<file path="src/rtl/bn128_pkg.sv">
// bn128 base-field constants and behavioural helpers shared by the Montgomery blocks and their benches.
// The fe_* functions use wide '%' and are meant for reference models, not for the datapath.
package bn128_pkg;

    localparam int unsigned FE_BITS          = 256;
    localparam int unsigned MONT_REDUCE_BITS = 256;

    localparam logic [FE_BITS-1:0] P =
        256'h30644e72e131a029b85045b68181585d97816a916871ca8d3c208c16d87cfd47;
    // R = 2^MONT_REDUCE_BITS reduced mod P, and R^2 mod P.
    localparam logic [FE_BITS-1:0] MONT_R_MODP =
        256'h0e0a77c19a07df2f666ea36f7879462c0a78eb28f5c70b3dd35d438dc58f0d9d;
    localparam logic [FE_BITS-1:0] MONT_R2_MODP =
        256'h06d89f71cab8351f47ab1eff0a417ff6b5e71911d44501fbf32cfc5b538afa89;

    function automatic logic [FE_BITS-1:0] fe_mul(input logic [FE_BITS-1:0] a,
                                                  input logic [FE_BITS-1:0] b);
        logic [2*FE_BITS-1:0] prod;
        prod = {{FE_BITS{1'b0}}, a} * {{FE_BITS{1'b0}}, b};
        prod = prod % {{FE_BITS{1'b0}}, P};
        return prod[FE_BITS-1:0];
    endfunction

    function automatic logic [FE_BITS-1:0] fe_pow(input logic [FE_BITS-1:0] base,
                                                  input logic [FE_BITS-1:0] e);
        logic [FE_BITS-1:0] acc;
        acc = {{(FE_BITS-1){1'b0}}, 1'b1};
        for (int i = FE_BITS - 1; i >= 0; i--) begin
            acc = fe_mul(acc, acc);
            if (e[i]) acc = fe_mul(acc, base);
        end
        return acc;
    endfunction

    // a * R^-1 mod P, with R^-1 obtained from Fermat's little theorem.
    function automatic logic [FE_BITS-1:0] fe_from_mont(input logic [FE_BITS-1:0] a);
        return fe_mul(a % P, fe_pow(MONT_R_MODP, P - 256'd2));
    endfunction

endpackage

</file>
<file path="src/rtl/if_axi_stream.sv">
// Minimal valid/ready stream bundle with sideband ctl and framing bits.
interface if_axi_stream #(
    parameter int unsigned DAT_BITS = 256,
    parameter int unsigned CTL_BITS = 8
) ();
    logic                val;
    logic                rdy;
    logic [DAT_BITS-1:0] dat;
    logic [CTL_BITS-1:0] ctl;
    logic                sop;
    logic                eop;
    logic                err;

    modport source (output val, dat, ctl, sop, eop, err, input rdy);
    modport sink   (input val, dat, ctl, sop, eop, err, output rdy);
endinterface

</file>
<file path="src/rtl/mont_redc_step.sv">
// Combinational REDC halving: STEPS iterations of t = (t + (t odd ? MOD : 0)) / 2.
// The caller sizes W so that t + MOD never overflows.
module mont_redc_step #(
    parameter int unsigned  W     = 257,
    parameter int unsigned  STEPS = 1,
    parameter logic [W-1:0] MOD   = '0
) (
    input  logic [W-1:0] t_i,
    output logic [W-1:0] t_o
);
    always_comb begin
        // NOTE: t_o takes a value before the loop, so no path leaves it unassigned (no latch);
        // blocking updates let each sub-step see the previous one within the same evaluation.
        t_o = t_i;
        for (int s = 0; s < int'(STEPS); s++) begin
            t_o = (t_o + (t_o[0] ? MOD : '0)) >> 1;
        end
    end
endmodule

</file>
<file path="src/rtl/mont_from_serial.sv">
// Bit-serial Montgomery decode: o = a * 2^-REDUCE_BITS mod P via iterative REDC halving,
// one operand in flight, BITS_PER_CYC halvings per clock, final conditional subtract.
module mont_from_serial #(
    parameter int unsigned         DAT_BITS     = 256,
    parameter int unsigned         CTL_BITS     = 8,
    parameter int unsigned         REDUCE_BITS  = bn128_pkg::MONT_REDUCE_BITS,
    parameter logic [DAT_BITS-1:0] P            = bn128_pkg::P,
    parameter int unsigned         BITS_PER_CYC = 1
) (
    input logic          i_clk,
    input logic          i_rst_n,
    if_axi_stream.sink   i_from_mont_if,
    if_axi_stream.source o_from_mont_if
);
    typedef enum logic [1:0] {ST_IDLE, ST_RUN, ST_FIX, ST_OUT} state_e;

    // One spare bit keeps t + P in range for any input below 2^DAT_BITS.
    localparam int unsigned         T_BITS   = DAT_BITS + 1;
    localparam int unsigned         CNT_BITS = $clog2(REDUCE_BITS + 1);
    localparam logic [CNT_BITS-1:0] CNT_STEP = CNT_BITS'(BITS_PER_CYC);
    localparam logic [CNT_BITS-1:0] CNT_LAST = CNT_BITS'(REDUCE_BITS - BITS_PER_CYC);
    localparam logic [T_BITS-1:0]   P_EXT    = {1'b0, P};

    state_e              state_q, state_d;
    logic [T_BITS-1:0]   t_q, t_d, t_step;
    logic [DAT_BITS-1:0] t_sub;
    logic [CNT_BITS-1:0] cnt_q, cnt_d;
    logic [CTL_BITS-1:0] ctl_q, ctl_d;
    logic                err_q, err_d;
    logic [DAT_BITS-1:0] dat_q, dat_d;
    logic                val_q, val_d;
    logic                rdy_q, rdy_d;
    logic                in_fire, out_fire;
    logic                unused_framing;

    assign in_fire        = i_from_mont_if.val && rdy_q;
    assign out_fire       = val_q && o_from_mont_if.rdy;
    assign unused_framing = i_from_mont_if.sop ^ i_from_mont_if.eop;

    mont_redc_step #(
        .W     (T_BITS),
        .STEPS (BITS_PER_CYC),
        .MOD   (P_EXT)
    ) u_redc_step (
        .t_i (t_q),
        .t_o (t_step)
    );

    // Only used when t >= P, where the difference always fits in DAT_BITS.
    assign t_sub = t_q[DAT_BITS-1:0] - P;

    always_comb begin
        state_d = state_q;
        t_d     = t_q;
        cnt_d   = cnt_q;
        ctl_d   = ctl_q;
        err_d   = err_q;
        dat_d   = dat_q;
        val_d   = val_q;
        unique case (state_q)
            ST_IDLE: begin
                if (in_fire) begin
                    t_d     = {1'b0, i_from_mont_if.dat};
                    ctl_d   = i_from_mont_if.ctl;
                    err_d   = i_from_mont_if.err | (i_from_mont_if.dat >= P);
                    cnt_d   = '0;
                    state_d = ST_RUN;
                end
            end
            ST_RUN: begin
                t_d   = t_step;
                cnt_d = cnt_q + CNT_STEP;
                if (cnt_q == CNT_LAST) state_d = ST_FIX;
            end
            ST_FIX: begin
                dat_d   = (t_q >= P_EXT) ? t_sub : t_q[DAT_BITS-1:0];
                val_d   = 1'b1;
                state_d = ST_OUT;
            end
            ST_OUT: begin
                if (out_fire) begin
                    val_d   = 1'b0;
                    state_d = ST_IDLE;
                end
            end
            default: state_d = ST_IDLE;
        endcase
        rdy_d = (state_d == ST_IDLE);
    end

    // NOTE: sequential state uses non-blocking assignments so every register samples pre-edge values.
    // The wide t_q/dat_q registers are reset too: cheap here and keeps o.dat at 0 out of reset.
    always_ff @(posedge i_clk or negedge i_rst_n) begin
        if (!i_rst_n) begin
            state_q <= ST_IDLE;
            t_q     <= '0;
            cnt_q   <= '0;
            ctl_q   <= '0;
            err_q   <= 1'b0;
            dat_q   <= '0;
            val_q   <= 1'b0;
            rdy_q   <= 1'b0;
        end else begin
            state_q <= state_d;
            t_q     <= t_d;
            cnt_q   <= cnt_d;
            ctl_q   <= ctl_d;
            err_q   <= err_d;
            dat_q   <= dat_d;
            val_q   <= val_d;
            rdy_q   <= rdy_d;
        end
    end

    assign i_from_mont_if.rdy = rdy_q;
    assign o_from_mont_if.val = val_q;
    assign o_from_mont_if.dat = dat_q;
    assign o_from_mont_if.ctl = ctl_q;
    assign o_from_mont_if.err = err_q;
    assign o_from_mont_if.sop = val_q;
    assign o_from_mont_if.eop = val_q;
endmodule

</file>
<file path="src/flat_wrapper.sv">
// flat-port wrapper written by rule: the top's interface ports become plain ports
module mont_from_serial_flat 
#(
    parameter int unsigned         DAT_BITS     = 256,
    parameter int unsigned         CTL_BITS     = 8,
    parameter int unsigned         REDUCE_BITS  = bn128_pkg::MONT_REDUCE_BITS,
    parameter logic [DAT_BITS-1:0] P            = bn128_pkg::P,
    parameter int unsigned         BITS_PER_CYC = 1
)
  (i_clk, i_rst_n, i_from_mont_if_val, i_from_mont_if_dat, i_from_mont_if_ctl, i_from_mont_if_sop, i_from_mont_if_eop, i_from_mont_if_err, i_from_mont_if_rdy, o_from_mont_if_val, o_from_mont_if_dat, o_from_mont_if_ctl, o_from_mont_if_sop, o_from_mont_if_eop, o_from_mont_if_err, o_from_mont_if_rdy);
  if_axi_stream #(.DAT_BITS(DAT_BITS), .CTL_BITS(CTL_BITS)) i_from_mont_if_i ();
  if_axi_stream #(.DAT_BITS(DAT_BITS), .CTL_BITS(CTL_BITS)) o_from_mont_if_i ();
  input logic i_clk;
  input logic i_rst_n;
  input wire logic [$bits(i_from_mont_if_i.val)-1:0] i_from_mont_if_val;
  input wire logic [$bits(i_from_mont_if_i.dat)-1:0] i_from_mont_if_dat;
  input wire logic [$bits(i_from_mont_if_i.ctl)-1:0] i_from_mont_if_ctl;
  input wire logic [$bits(i_from_mont_if_i.sop)-1:0] i_from_mont_if_sop;
  input wire logic [$bits(i_from_mont_if_i.eop)-1:0] i_from_mont_if_eop;
  input wire logic [$bits(i_from_mont_if_i.err)-1:0] i_from_mont_if_err;
  output wire logic [$bits(i_from_mont_if_i.rdy)-1:0] i_from_mont_if_rdy;
  output wire logic [$bits(o_from_mont_if_i.val)-1:0] o_from_mont_if_val;
  output wire logic [$bits(o_from_mont_if_i.dat)-1:0] o_from_mont_if_dat;
  output wire logic [$bits(o_from_mont_if_i.ctl)-1:0] o_from_mont_if_ctl;
  output wire logic [$bits(o_from_mont_if_i.sop)-1:0] o_from_mont_if_sop;
  output wire logic [$bits(o_from_mont_if_i.eop)-1:0] o_from_mont_if_eop;
  output wire logic [$bits(o_from_mont_if_i.err)-1:0] o_from_mont_if_err;
  input wire logic [$bits(o_from_mont_if_i.rdy)-1:0] o_from_mont_if_rdy;
  assign i_from_mont_if_i.val = i_from_mont_if_val;
  assign i_from_mont_if_i.dat = i_from_mont_if_dat;
  assign i_from_mont_if_i.ctl = i_from_mont_if_ctl;
  assign i_from_mont_if_i.sop = i_from_mont_if_sop;
  assign i_from_mont_if_i.eop = i_from_mont_if_eop;
  assign i_from_mont_if_i.err = i_from_mont_if_err;
  assign i_from_mont_if_rdy = i_from_mont_if_i.rdy;
  assign o_from_mont_if_val = o_from_mont_if_i.val;
  assign o_from_mont_if_dat = o_from_mont_if_i.dat;
  assign o_from_mont_if_ctl = o_from_mont_if_i.ctl;
  assign o_from_mont_if_sop = o_from_mont_if_i.sop;
  assign o_from_mont_if_eop = o_from_mont_if_i.eop;
  assign o_from_mont_if_err = o_from_mont_if_i.err;
  assign o_from_mont_if_i.rdy = o_from_mont_if_rdy;
  mont_from_serial #(.DAT_BITS(DAT_BITS), .CTL_BITS(CTL_BITS), .REDUCE_BITS(REDUCE_BITS), .P(P), .BITS_PER_CYC(BITS_PER_CYC)) u_core (.i_clk(i_clk), .i_rst_n(i_rst_n), .i_from_mont_if(i_from_mont_if_i), .o_from_mont_if(o_from_mont_if_i));
endmodule
</file>
<file path="config.mk">
export PLATFORM = sky130hd
export DESIGN_NAME = mont_from_serial_flat
export DESIGN_NICKNAME = d
export VERILOG_FILES = /design/src/rtl/bn128_pkg.sv /design/src/rtl/if_axi_stream.sv /design/src/rtl/mont_redc_step.sv /design/src/rtl/mont_from_serial.sv /design/src/flat_wrapper.sv
export SDC_FILE = /design/constraint.sdc
export NUM_CORES = 2
export LEC_CHECK = 0
export CORE_MARGIN = 2
export CORE_UTILIZATION = 35
export CTS_CLUSTER_DIAMETER = 200
export DETAILED_ROUTE_END_ITERATION = 12
export DONT_BUFFER_PORTS = 1
export HOLD_SLACK_MARGIN = 0.1
export SYNTH_ARGS = -nofsm -noshare
export SYNTH_HDL_FRONTEND = slang
export SYNTH_SLANG_ARGS = --single-unit
</file>
<file path="constraint.sdc">
create_clock -name i_clk -period 7.76 [get_ports i_clk]
set_input_delay 1.552 -clock i_clk [delete_from_list [all_inputs] [get_ports i_clk]]
set_output_delay 1.552 -clock i_clk [all_outputs]
set_load 0.03 [all_outputs]
</file>
==> impl_metrics.env <==
export IMPL_cts_htree_levels=3
export IMPL_final_setup_worst_slack_ns=1.53
export IMPL_numCtsBuffers=70
export IMPL_criticalPathCategory="flop to flop"
export IMPL_worst_path_most_repeated_cell="o21ai_1"
export IMPL_syn2layout_area_growth_pct=7.78
export IMPL_cts_path_max_buffers=3
export IMPL_finalMaxSlewViolations=0
export IMPL_finalCriticalPeriod_ns=6.23
export IMPL_pin_count=540
export IMPL_worst_setup_path_end_kind="flop"
export IMPL_yosysSeqAreaShare=0.286
export IMPL_grt_start_max_net_pins=535
export IMPL_insertion_delay_ns=0.72
export IMPL_hold_path_class="flop to flop"
export IMPL_via_count=50600
export IMPL_slew_headroom=0.187
export IMPL_hold_violations=0
export IMPL_synth_flop_cell="dfrtp_1"
export IMPL_fillCellCount=14100
export IMPL_cts_hold_buf=0
export IMPL_wirelength_um=235000
export IMPL_async_flop_share=1.00
export IMPL_place_area_sq_mm=0.0478
export IMPL_cts_root_buf="clkbuf_16"
export IMPL_grt_pass1_vias=47500
export IMPL_num_rows=134
export IMPL_cts_resized=0
export IMPL_design_area_sq_mm=0.0504
export IMPL_fin_crit_sh=0.803
export IMPL_vias_per_cell=6.51
export IMPL_grt_util_met3=0.0847
export IMPL_synthDistinctLibCells=106
export IMPL_skew_ns=0.0423
export IMPL_clkTransAtPathRegs_ns=0.06
export IMPL_gr_usage_met1=0.446
export IMPL_wl_per_cell_um=30.2
export IMPL_p_per_area_mw_per_mm2=557
export IMPL_cts_num_sinks=534
export IMPL_cts_setup_buffers=0
export IMPL_synth_seq_cells=534
export IMPL_postRouteAntennaNets=0
export IMPL_gp_congestion=1.03
export IMPL_die_x_um=370
export IMPL_cpLargestDelayFamily="compound AO/OA/AOI/OAI gates"
export IMPL_synth_edf_count=0
export IMPL_place_hpwl_um=181000
export IMPL_dieArea_sq_mm=0.137
export IMPL_initial_utilization=0.351
export IMPL_finalSetupViolCount=0
export IMPL_rsz0062_at_grt="no"
export IMPL_crit_required_ns=8.32
export IMPL_arrival_ns=6.79
export IMPL_grt_pass1_wl_um=339000
export IMPL_final_nets=6309
export IMPL_path_max_fanout=45
export IMPL_die_h_um=370
export IMPL_top_usage_layer="met2"
export IMPL_place_worst_setup_slack_ns=1.66
export IMPL_tns_ns=0
export IMPL_status="complete, no violations"
export IMPL_final_core_util=0.379
export IMPL_cp_cell_sequence="buf_4, ha_1, nand4_4, or4_4, nor4_4, nand2_1, a221oi_4, o211ai_1, a21oi_1, a31oi_1, o41ai_2, a41oi_1, o21ai_1, xnor2_1, o21ai_1"
export IMPL_drc=0
export IMPL_drive_above_1_share=0.0569
export IMPL_cpMaxStageDelayCell="o41ai_2"
export IMPL_synthesis_area_sq_mm=0.0468
export IMPL_met2_usage=0.495
export IMPL_ys_warnings_count=0
export IMPL_grt_overflow=0
export IMPL_io_buffers=0
export IMPL_ir_worst_vdd_mv=0.380
export IMPL_worst_pin_slew_ns=1.20
export IMPL_cts_tree="built"
export IMPL_postSynthAreaPerCell_sq_um=7.49
export IMPL_fmaxAchievable_ghz=0.160
export IMPL_critPathMaxStageDelay_ns=0.80
export IMPL_max_cap_violations=0
export IMPL_start_kind="flop"
export IMPL_drt_pass1_iterations=8
export IMPL_synthesis_nets=6627
export IMPL_p_leak_uw=0.0185
export IMPL_netlist_instances=6242
export IMPL_grt_usage=0.331
export IMPL_drtIter0Drc=6985
export IMPL_core_area_sq_mm=0.133
export IMPL_antenna_found_initial=14
export IMPL_timing_critical_path_buf_inv=1
export IMPL_timing_hold_ws_ns=0.491
registers in the layout (all words and copies together), names as in the netlist:
register	count
u_core.o_from_mont_if.ctl	8
u_core.state_q	2
u_core.i_from_mont_if.rdy	1
u_core.o_from_mont_if.dat	256
u_core.t_q	256
u_core.o_from_mont_if.err	1
u_core.o_from_mont_if.eop	1
u_core.cnt_q	9
power by group:
group,total [uW],internal [uW],leakage (uW),switching (uW)
Clock,3620,2160,0.00120,1460
Combinational,15900,5240,0.0107,10700
Sequential,8590,4150,0.00665,4440
Total,28100,11500,0.0185,16600
cells in the final DEF (no fill, tap or decap), types with 38 or more instances in the layout:
cell,n
xor2_1,230
nor3_1,181
and4_1,40
a22oi_1,252
nand2_1,790
dfrtp_1,533
a21o_1,84
buf_4,67
inv_1,83
a31oi_1,99
clkbuf_16,72
or3_1,81
a21oi_1,342
nor4_1,97
xnor2_1,252
o211ai_1,40
o21ai_1,82
a211oi_1,40
nand4_1,185
o21ai_0,724
and3_1,105
nor2_1,466
ha_1,114
and2_1,50
nand3_1,235
o21a_1,43
nor2b_1,38
path summary, 6_finish.rpt:
kind | start | to | slack, ns | depth (start not counted)
worst min register to register | u_core.cnt_q[5] | u_core.cnt_q[5] | 0.49 | 1
worst max-delay path | u_core.t_q[0] | u_core.t_q[193] | 1.53 | 15
worst min-delay path | u_core.cnt_q[5] | u_core.cnt_q[5] | 0.49 | 1
max in group asynchronous | i_rst_n | u_core.t_q[177] | 5.38 | 2
min in group asynchronous | i_rst_n | u_core.t_q[71] | 0.54 | 0
worst max register to register | u_core.t_q[0] | u_core.t_q[193] | 1.53 | 15
layer usage:
| layer | part of all wire | up-vias |
|---|---|---|
| li1 | - | 22500 |
| met1 | 0.41 | 24700 |
| met2 | 0.43 | 2920 |
| met3 | 0.10 | 482 |
| met4 | 0.052 | 14 |
| met5 | 0.00039 | - |
metrics by stage:
stage,power (uW),instances
global placement,23800,7617
CTS,27600,7743
global route,29700,7748
floorplan,17900,6242
detailed placement,23800,7617
finish,28100,7762
synth_stat cells (all sizes together), types with 22 or more instances:
master	n	area share
a211oi	50	0.0091
a21boi	29	0.0047
a21o	84	0.013
a21oi	344	0.037
a22oi	253	0.041
a31o	31	0.0058
a31oi	100	0.014
a41oi	24	0.0048
and2	54	0.0073
and3	105	0.014
and4	40	0.0075
buf	113	0.012
clkbuf	353	0.028
dfrtp	534	0.29
ha	114	0.030
inv	83	0.0067
nand2	790	0.063
nand2b	36	0.0048
nand3	235	0.025
nand4	190	0.026
nor2	467	0.037
nor2b	40	0.0053
nor3	189	0.021
nor4	108	0.016
o211ai	40	0.0064
o21a	43	0.0069
o21ai	807	0.086
o21bai	35	0.0057
o31ai	31	0.0053
o41ai	22	0.0052
or2	37	0.0049
or3	81	0.011
or4	33	0.0054
xnor2	252	0.047
xor2	230	0.043
kinds of logic (layout without fill, tap and decap cells):
| kind of cell | Yosys count | in the layout | share of synthesized area |
|---|---|---|---|
| flops | 534 | 534 | 0.286 |
| compound gates | 2056 | 2056 | 0.278 |
| other cells | 0 | 16 | 0 |
| buf+inv | 550 | 286 | 0.0466 |
| simple gates | 2499 | 2499 | 0.268 |
| fa+ha+maj | 114 | 114 | 0.0305 |
| mux | 7 | 7 | 0.00150 |
| xor+xnor | 482 | 482 | 0.0902 |
cell type report:
| cell class | count | area (sq um) | share of cell area |
|---|---|---|---|
| repair buffers | 76 | 706 | 0.0140 |
| diodes | 16 | 40.0 | 0.000794 |
| inverters | 84 | 315 | 0.00625 |
| flip-flops and latches | 534 | 13400 | 0.265 |
| clock inverters | 42 | 577 | 0.0114 |
| clock buffers | 84 | 1900 | 0.0376 |
| well taps | 1768 | 2210 | 0.0439 |
| multi-input cells | 5158 | 31300 | 0.621 |
Note: power is estimated with default switching activity, not from simulation.
